$ cat src/rtl/load_exec_unit_pkg.sv
// Shared definitions for the load execution stage: FSM encoding, load op codes
// and the reserved "no producer" label, kept alongside the queue label defines.
package load_exec_unit_pkg;

  typedef enum logic [1:0] {
    LEU_IDLE  = 2'd0,
    LEU_MEM   = 2'd1,
    LEU_BCAST = 2'd2
  } leu_state_e;

  localparam logic OP_LW  = 1'b0;
  localparam logic OP_LBU = 1'b1;

  // Label 0 marks an operand with no producer and must never appear on the CDB.
  localparam int unsigned LABEL_NONE = 0;

endpackage

$ cat src/rtl/load_exec_unit_load_align.sv
// Combinational load result formatter: passes a full word or selects one
// little-endian byte lane and zero-extends it.
module load_align
  import load_exec_unit_pkg::*;
#(
  parameter int DATA_W = 32
) (
  input  logic [DATA_W-1:0] rdata,
  input  logic [1:0]        addr_lo,
  input  logic              op,
  output logic [DATA_W-1:0] result
);

  logic [DATA_W-1:0] shifted;

  always_comb begin
    shifted = rdata >> {addr_lo, 3'b000};
    result  = rdata;
    if (op == OP_LBU) begin
      result = {{(DATA_W-8){1'b0}}, shifted[7:0]};
    end
  end

endmodule

$ cat src/rtl/load_exec_unit.sv
// Load execution stage: accepts the load queue head, performs a variable-latency
// memory read, formats the result and broadcasts it on the CDB under its label.
module load_exec_unit
  import load_exec_unit_pkg::*;
#(
  parameter int DATA_W  = 32,
  parameter int LABEL_W = 4
) (
  input  logic               clk,
  input  logic               RST,
  input  logic               require,
  input  logic               opIn,
  input  logic [DATA_W-1:0]  dataIn,
  input  logic [LABEL_W-1:0] labelIn,
  output logic               requireAC,
  output logic               isLastState,
  output logic               mem_req,
  output logic [DATA_W-1:0]  mem_addr,
  input  logic               mem_ack,
  input  logic [DATA_W-1:0]  mem_rdata,
  output logic               BCreq,
  input  logic               BCgrant,
  output logic [LABEL_W-1:0] BClabelOut,
  output logic [DATA_W-1:0]  BCdataOut
);

  leu_state_e         state_q, state_d;
  logic               op_q;
  logic [DATA_W-1:0]  addr_q;
  logic [LABEL_W-1:0] label_q;
  logic [DATA_W-1:0]  data_q;
  logic [DATA_W-1:0]  aligned;
  logic               has_label;

  load_align #(.DATA_W(DATA_W)) u_align (
    .rdata   (mem_rdata),
    .addr_lo (addr_q[1:0]),
    .op      (op_q),
    .result  (aligned)
  );

  assign has_label  = (label_q != LABEL_W'(LABEL_NONE));
  assign mem_addr   = {addr_q[DATA_W-1:2], 2'b00};
  assign BClabelOut = label_q;
  assign BCdataOut  = data_q;

  always_ff @(posedge clk) begin
    if (RST) state_q <= LEU_IDLE;
    else     state_q <= state_d;
  end

  always_ff @(posedge clk) begin
    if (RST) begin
      op_q    <= OP_LW;
      addr_q  <= '0;
      label_q <= '0;
      data_q  <= '0;
    end else begin
      if (isLastState) begin
        op_q    <= opIn;
        addr_q  <= dataIn;
        label_q <= labelIn;
      end
      if (state_q == LEU_MEM && mem_ack) begin
        data_q <= aligned;
      end
    end
  end

  // A pop during reset would lose an entry the unit never latched, so RST gates it.
  always_comb begin
    state_d     = state_q;
    requireAC   = 1'b0;
    isLastState = 1'b0;
    mem_req     = 1'b0;
    BCreq       = 1'b0;
    case (state_q)
      LEU_IDLE: begin
        requireAC = 1'b1;
        if (require && !RST) begin
          isLastState = 1'b1;
          state_d     = LEU_MEM;
        end
      end
      LEU_MEM: begin
        mem_req = 1'b1;
        if (mem_ack) state_d = LEU_BCAST;
      end
      LEU_BCAST: begin
        // Label-zero results complete silently without claiming the CDB.
        if (has_label) begin
          BCreq = 1'b1;
          if (BCgrant) state_d = LEU_IDLE;
        end else begin
          state_d = LEU_IDLE;
        end
      end
      default: state_d = LEU_IDLE;
    endcase
  end

endmodule

$ cat config.mk
export PLATFORM = sky130hd
export DESIGN_NAME = load_exec_unit
export DESIGN_NICKNAME = d
export VERILOG_FILES = /design/src/rtl/load_exec_unit_pkg.sv /design/src/rtl/load_exec_unit_load_align.sv /design/src/rtl/load_exec_unit.sv
export SDC_FILE = /design/constraint.sdc
export NUM_CORES = 1
export LEC_CHECK = 0
export ABC_CLOCK_PERIOD_IN_PS = 2700
export CAP_MARGIN = 25
export CORE_MARGIN = 4
export CORE_UTILIZATION = 48
export DETAILED_ROUTE_END_ITERATION = 8
export GPL_ROUTABILITY_DRIVEN = 0
export GPL_TIMING_DRIVEN = 0
export PLACE_DENSITY_LB_ADDON = 0.3
export SLEW_MARGIN = 20
export SYNTH_ARGS = -nofsm -noshare
export SYNTH_HDL_FRONTEND = slang
export SYNTH_HIERARCHICAL = 1
export SYNTH_SLANG_ARGS = --single-unit
export TNS_END_PERCENT = 1
$ cat constraint.sdc
create_clock -name clk -period 2.7 [get_ports clk]
set_input_delay 0.54 -clock clk [delete_from_list [all_inputs] [get_ports clk]]
set_output_delay 0.54 -clock clk [all_outputs]
set_load 0.02 [all_outputs]
* After elaboration in Yosys (flattened, before gate mapping) *
Cells that the tools add are included.

storage, ports and cells
  flip-flop bits (word level) = 71
  input port bits = 74
  output and inout bits = 72
  logic and storage cells = 29

operators by class
  eq/ne operators = 5
  shifts and indexed selects = 1
  multiplexer cells = 12
  reduce and logical (&&, ||, !) cells = 6

operator list
  operator            count
  $mux 32             1
  $shr 32x5->8        1
  $mux 2              4
  $mux 1              6
  $pmux 2 s3          1
  $ne 2x2->1 const B  2
  $reduce_bool 4->1   1
  $ne 3x3->1 const B  1
  $reduce_and 3->1    1
  $eq 2x1->1 const B  1
  $eq 2x2->1 const B  1
  $logic_and 1x1->1   2
  $logic_not 2->1     1
  $logic_not 1->1     1

* Logic depth before layout (Yosys ltp) *
Gate-level depths: netlist of run 1.

  depth in word-level cells = 4
  mapped depth = 5
  mapped depth without buffers = 4

* Cells and area by module *
The synthesis of run 1 kept the hierarchy.

by module, submodules not included
  module          times used  cells each  area each (um^2)  sequential area each (um^2)
  load_exec_unit  1           305         3,243.1           1,421.4
  load_align      1           65          511.7             0.0

* Worst setup path before layout of run 1 *
No wires, ideal clock.

  kind = in2out
  start point = input RST
  end point = output isLastState
  arrival time = 1.465 ns
  required time = 2.160 ns
  path slack = 0.695 ns
  cell stages on the path = 4
  path buffers = 2
  cell sequence = or4b_4 > buf_6 > buf_6 > inv_1

between the ends
  cells in the longest elaborated chain, start to end = 4

RTL lines
  element            line                  RTL
  start, declared    load_exec_unit.sv:10  input logic RST,
  $logic_not 1->1    load_exec_unit.sv:80  if (require && !RST) begin
  $logic_and 1x1->1  load_exec_unit.sv:80
  $mux 1             load_exec_unit.sv:80
  $mux 1             load_exec_unit.sv:77  case (state_q)
  end, declared      load_exec_unit.sv:16  output logic isLastState,

Every way passes these cells.

* Worst setup path in the final report of run 1 *
  start point = input require
  end point = output isLastState

between the ends
  cells in the longest elaborated chain, start to end = 3

RTL lines
  element            line                  RTL
  start, declared    load_exec_unit.sv:11  input logic require,
  $logic_and 1x1->1  load_exec_unit.sv:80
  $mux 1             load_exec_unit.sv:80
  $mux 1             load_exec_unit.sv:77

Every way passes these cells.

==> results.cfg, run 1 <==
[floorplanning]
rows = 31
ioPinCount = 146
die_y_um = 96.45
core_area_um2 = 7408
die_w_um = 96.45
dieArea_um2 = 9302
start_util_pct = 50.68

[timing]
rsz0062_at_grt = false
post-route-period-util_pct = 94.10
slew_viol_final = 0
hold_viol = 0
tightest_slew_ns = 0.5070
final-setup-viol-count = 0
slew_headroom_pct = 66.20
tns_ns = 0
final.min_clock_period_ns = 2.541
setup_ws_ns = 0.1593
max_freq_mhz = 393.6
clock_skew_ns = 0.008754

[final_layout]
regArea_um2 = 1421
drive_gt1_share_pct = 20.19
multi_input_area_um2 = 1933
final_cell_area_um2 = 5520
fillers = 529
area_delta_synth_final_pct = 47.02
nNetsFinal = 599
fin_cells = 629
antennaDiodeCount = 0

[logic_synthesis]
yosysTopAreaCell = dfxtp_1
ys_seq_area_share_pct = 37.85
synth_top_area_share_pct = 37.85
synth-seq-cells = 71
yosys-top-cells-area = dfxtp_1 (38%), mux2i_1 (11%), nand2b_1 (11%), nor2b_1 (10%), mux2_2 (8.7%)
synth_area_um2 = 3755
synth.distinct_cells = 28
yosysWarnings = 6
avgSynthCellArea_um2 = 10.15
synth_cells = 370

[hold_path]
hold_class = reg -> reg

[placed_design]
dp_hpwl_um = 7426
pre_cts_ws_ns = -0.4601
port_buffers = 143
dpl_cell_area_um2 = 5314
place_inst = 613

[worst_setup_path]
cp_slowest_cell = or4b_4
required_ns = 2.16
critPathCaptureType = output pin
cpPeakStageDelay_ns = 0.47
crit_path_frequent_cell = buf_6
path_class = in -> out
crit_arrival_ns = 2.00
crit_path_max_fanout = 10
crit_chain = clkdlybuf4s50_1 > or4b_4 > buf_6 > buf_6 > inv_1 > buf_2
worst-path-buf-inv = 5
startpoint_type = input port
critPathTopFamily = buffers and inverters

[cts]
path_clk_slew_ns = 0.08
clk_path_buf_depth = 2
cts.sinks = 71
cts-htree-levels = 3
hold_buffers = 0
cts_buffers = 9
cts-root-buf = clkbuf_8
clk_latency_ns = 0.34
tritoncts = built

[route]
drt_pre_antenna_iters = 4
drtIter0Drc = 50
route.detailed.drc = 0
vias = 2962
viasPerCell = 4.709
drtAntennaViolNets = 0
wirelength_um = 9662
wl_per_cell_um = 15.36

[global_routing]
grt_max_degree = 13
grt_pass1_vias = 3143
grt_pass1_wl_um = 15120
grt.overflow.total = 0
antenna_found_initial = 0
grt_use_total_pct = 21.27

[power]
total_power_mw = 2.703
vdd_drop_max_mv = 0.3928
p_per_area_nw_per_um2 = 489.6
power_leakage_nw = 2.174

[flow_run]
maxCapViolations = 0

[run_status]
status = finished, final reports clean
==> report_power, final <==
part	total (mW)	leakage, nW	switching (mW)	internal (mW)
sequential	1.14	0.581	0.0358	1.11
clock	0.928	0.102	0.411	0.518
combinational	0.632	1.49	0.255	0.377
==> path summary, 6_finish.rpt <==
check | start | end | slack, ns | cells after the start
setup / recovery | require | isLastState | 0.16 | 6
hold / removal | BCdataOut[12] | BCdataOut[12] | 0.48 | 2
setup reg to reg | state_q[1] | addr_q[11] | 1.03 | 4
hold reg to reg | BCdataOut[12] | BCdataOut[12] | 0.48 | 2
==> cell usage in the layout, fill, tap and decap left out, drive strengths merged, types with 2 or more instances in the layout <==
cell and count:
a221oi 8, and2 2, conb 2, mux2 37, nand2b 64, clkbuf 25, clkinvlp 2, clkdlybuf4s50 141
mux2i 40, buf 43, nor2b 62, clkinv 2, bufinv 2, dfxtp 71, inv 10, or4b 2
nor4bb 7
==> worst reg2reg max path, delay by kind of cell, from the launching register on <==
| kind | cells | cell delay, ns |
|---|---|---|
| DFF | 1 | 0.36 |
| buffers and inverters | 2 | 0.33 |
| and+or+nand+nor | 1 | 0.57 |
| muxes | 1 | 0.31 |
==> cells in the mapped netlist <==
cell type  count
nor3b_1        1
nor4_1         1
o21ai_2        1
and2_1         2
nor2b_1       62
buf_2          7
a221oi_2       7
and3b_1        1
a221oi_1       1
a21oi_1        1
mux2_2        29
nand2b_1      64
buf_6          3
nor2_1         1
conb_1         1
or4b_2         1
or4b_4         1
clkbuf_1      14
dfxtp_1       71
o2bb2ai_1      1
clkbuf_2       1
nor4bb_1       7
buf_4         32
inv_1         10
mux2i_1       40
or3b_2         1
mux2_4         8
and4bb_1       1
==> state kept, by name (all words and copies together), names as in the netlist <==
signal,cells
op_q,1
BClabelOut,4
addr_q,32
BCdataOut,32
state_q,2
==> cell families (layout without fill, tap and decap cells) <==
| group | Yosys count | in the layout | share of synthesized area [%] |
|---|---|---|---|
| compound gates | 11 | 11 | 3.632 |
| buf+inv | 67 | 226 | 10.76 |
| simple gates | 143 | 143 | 25.09 |
| other cells | 1 | 2 | 0.09987 |
| flops | 71 | 71 | 37.85 |
| mux | 77 | 77 | 22.56 |
==> metrics by stage <==
| stage | hold slack, ns | util (%) |
|---|---|---|
| 6_report | 0.4778 | 74.51 |
| 5_1_grt | 0.4945 | 74.51 |
| 4_1_cts | 0.4786 | 74.60 |
| 3_5_place_dp | 0.4673 | 71.73 |
| 3_3_place_gp | 0.4581 | 71.73 |
| 2_1_floorplan | 0.5460 | - |
==> area by class of cell <==
type	count	share of cell area (%)
multi-input combinational	233	35.02
timing repair buffer	143	25.82
sequential	71	25.75
buffer	57	6.641
clock buffer	10	2.312
tap	99	2.244
clock inverter	6	1.541
inverter	10	0.6800
==> timing repair <==
action / CTS / global route
hold endpoints to repair: 0 / 0
resized for setup: 4 / 1
setup endpoints to repair: 1 / 1
buffers inserted: 0 / 0
==> layer usage <==
layer	routed length [um]	global-route usage, %	up-vias
met5	0	0	-
met4	111	7.710	0
met3	1009	7.591	8
met1	3981	23.74	1345
li1	-	-	1499
met2	4559	37.18	110
(Power assumes the default switching activity.)
==> run 2: changes to the inputs <==
--- a/config.mk
+++ b/config.mk
@@ -7,7 +7,7 @@
 export LEC_CHECK = 0
 export ABC_CLOCK_PERIOD_IN_PS = 2700
 export CAP_MARGIN = 25
-export CORE_MARGIN = 4
+export CORE_MARGIN = 3
 export CORE_UTILIZATION = 48
 export DETAILED_ROUTE_END_ITERATION = 8
 export GPL_ROUTABILITY_DRIVEN = 0
==> results.cfg, run 2 (synthesis gave the netlist of run 1 again) <==
[run_status]
status = finished, final reports clean

[global_routing]
grt_pass1_vias = 3152
grt_busiest_layer = met2
grtUsageMet2_pct = 35.93
grt_util_met1_pct = 24.52
use_met3_pct = 8.287
grt_max_degree = 12
antenna_found_initial = 0
grt.overflow.total = 0
grt_pass1_wl_um = 14920
grt_use_total_pct = 21.26

[placed_design]
port_buffers = 143
pre_cts_ws_ns = -0.4496
dp_hpwl_um = 7199

[final_layout]
regArea_um2 = 1421
area_delta_synth_final_pct = 46.92
final_common_cell = clkdlybuf4s50_1
nNetsFinal = 599
drive_gt1_share_pct = 20.19
multi_input_area_um2 = 1933
mostFrequentLayoutCells = clkdlybuf4s50_1 (141), dfxtp_1 (71), nand2b_1 (64)
fin_util_pct = 74.46
antennaDiodeCount = 0
fillers = 569

[route]
drtIter0Drc = 57
drt_pre_antenna_iters = 4
drtAntennaViolNets = 0
vias = 3048
viasPerCell = 4.846
wl_per_cell_um = 14.90
wirelength_um = 9372
route.detailed.drc = 0

[worst_setup_path]
required_ns = 2.16
r2r-start = state_q[1]
crit_path_max_fanout = 10
cp.depth = 6
startpoint_type = input port
crit_path_frequent_cell = buf_6
crit_chain = clkdlybuf4s50_1 > or4b_4 > buf_6 > buf_6 > inv_1 > buf_2
path_class = in -> out
worst-path-buf-inv = 5
rr_worst_depth = 4
critPathTopFamily = buffers and inverters
cp_slowest_cell = or4b_4
cpPeakStageDelay_ns = 0.47
critPathCaptureType = output pin
crit_start = require
crit_arrival_ns = 2.00

[flow_run]
maxCapViolations = 0

[cts]
cts_setup_buffers = 0
clk_path_buf_depth = 2
path_clk_slew_ns = 0.08
hold_buffers = 0
clk_latency_ns = 0.34
tritoncts = built
cts-root-buf = clkbuf_8
cts.sinks = 71
cts-htree-levels = 3
cts_buffers = 9

[floorplanning]
start_util_pct = 50.68
core_area_um2 = 7408
die_y_um = 94.45
rows = 31
ioPinCount = 146
dieArea_um2 = 8920
die_w_um = 94.45

[power]
power_leakage_nw = 2.181
p_per_area_nw_per_um2 = 484.1
vdd_drop_max_mv = 0.3418

[timing]
rsz0062_at_grt = false
max_freq_mhz = 393.1
tns_ns = 0
final-setup-viol-count = 0
hold_viol = 0
post-route-period-util_pct = 94.22
slew_viol_final = 0
clock_skew_ns = 0.008169
tightest_slew_ns = 0.5194
setup_ws_ns = 0.1560
final.min_clock_period_ns = 2.544
slew_headroom_pct = 65.37

[hold_path]
min_path_cells = 2
holdCritStartpoint = BCdataOut[21]
hold_class = reg -> reg
[run 2: where the power goes]
group	switching, mW	leakage [nW]	internal, mW	total, mW
clock network	0.397	0.109	0.501	0.898
registers	0.0355	0.581	1.11	1.14
logic	0.254	1.49	0.377	0.631
total	0.687	2.18	1.98	2.67
[run 2: routing by layer]
metal  vias to the layer above  part of all wire [%]
li1                       1492                     -
met1                      1430                    42
met2                       119                    46
met3                         7                    11
met4                         0                   1.2
met5                         -                     0
[run 2: final cells by class]
type	instances	area share, %
plain buffers	57	6.646
clock buffers	13	3.062
clock inverters	3	0.7258
inverters	10	0.6804
multi-input cells	233	35.04
flip-flops and latches	71	25.77
well taps	99	2.245
repair buffers	143	25.83
[run 2: worst min-delay path, stage by stage (launching register included)]
cell      delay, ns
dfxtp_1        0.31
nand2b_1       0.06
mux2i_1        0.06
[run 2: path summary, 6_finish.rpt]
| check | end | slack, ns |
|---|---|---|
| setup / recovery | isLastState | 0.16 |
| hold / removal | BCdataOut[21] | 0.48 |
| setup reg to reg | addr_q[12] | 1.03 |
| hold reg to reg | BCdataOut[21] | 0.48 |
[run 2: through the flow]
stage          cells  total power [mW]  hold slack [ns]  area (um^2)
2_1_floorplan    371             1.519           0.5460         3759
3_3_place_gp     613             1.786           0.4567         5314
3_5_place_dp     613             1.797           0.4605         5314
4_1_cts          629             2.695           0.4802         5523
5_1_grt          629             2.788           0.4949         5517
6_report         629             2.671           0.4754         5517
[run 2: repair_timing]
item	4_1_cts	5_1_grt
gates cloned	0	0
hold endpoints to repair	0	0
resized for setup	4	1
endpoints found under the setup margin	1	1
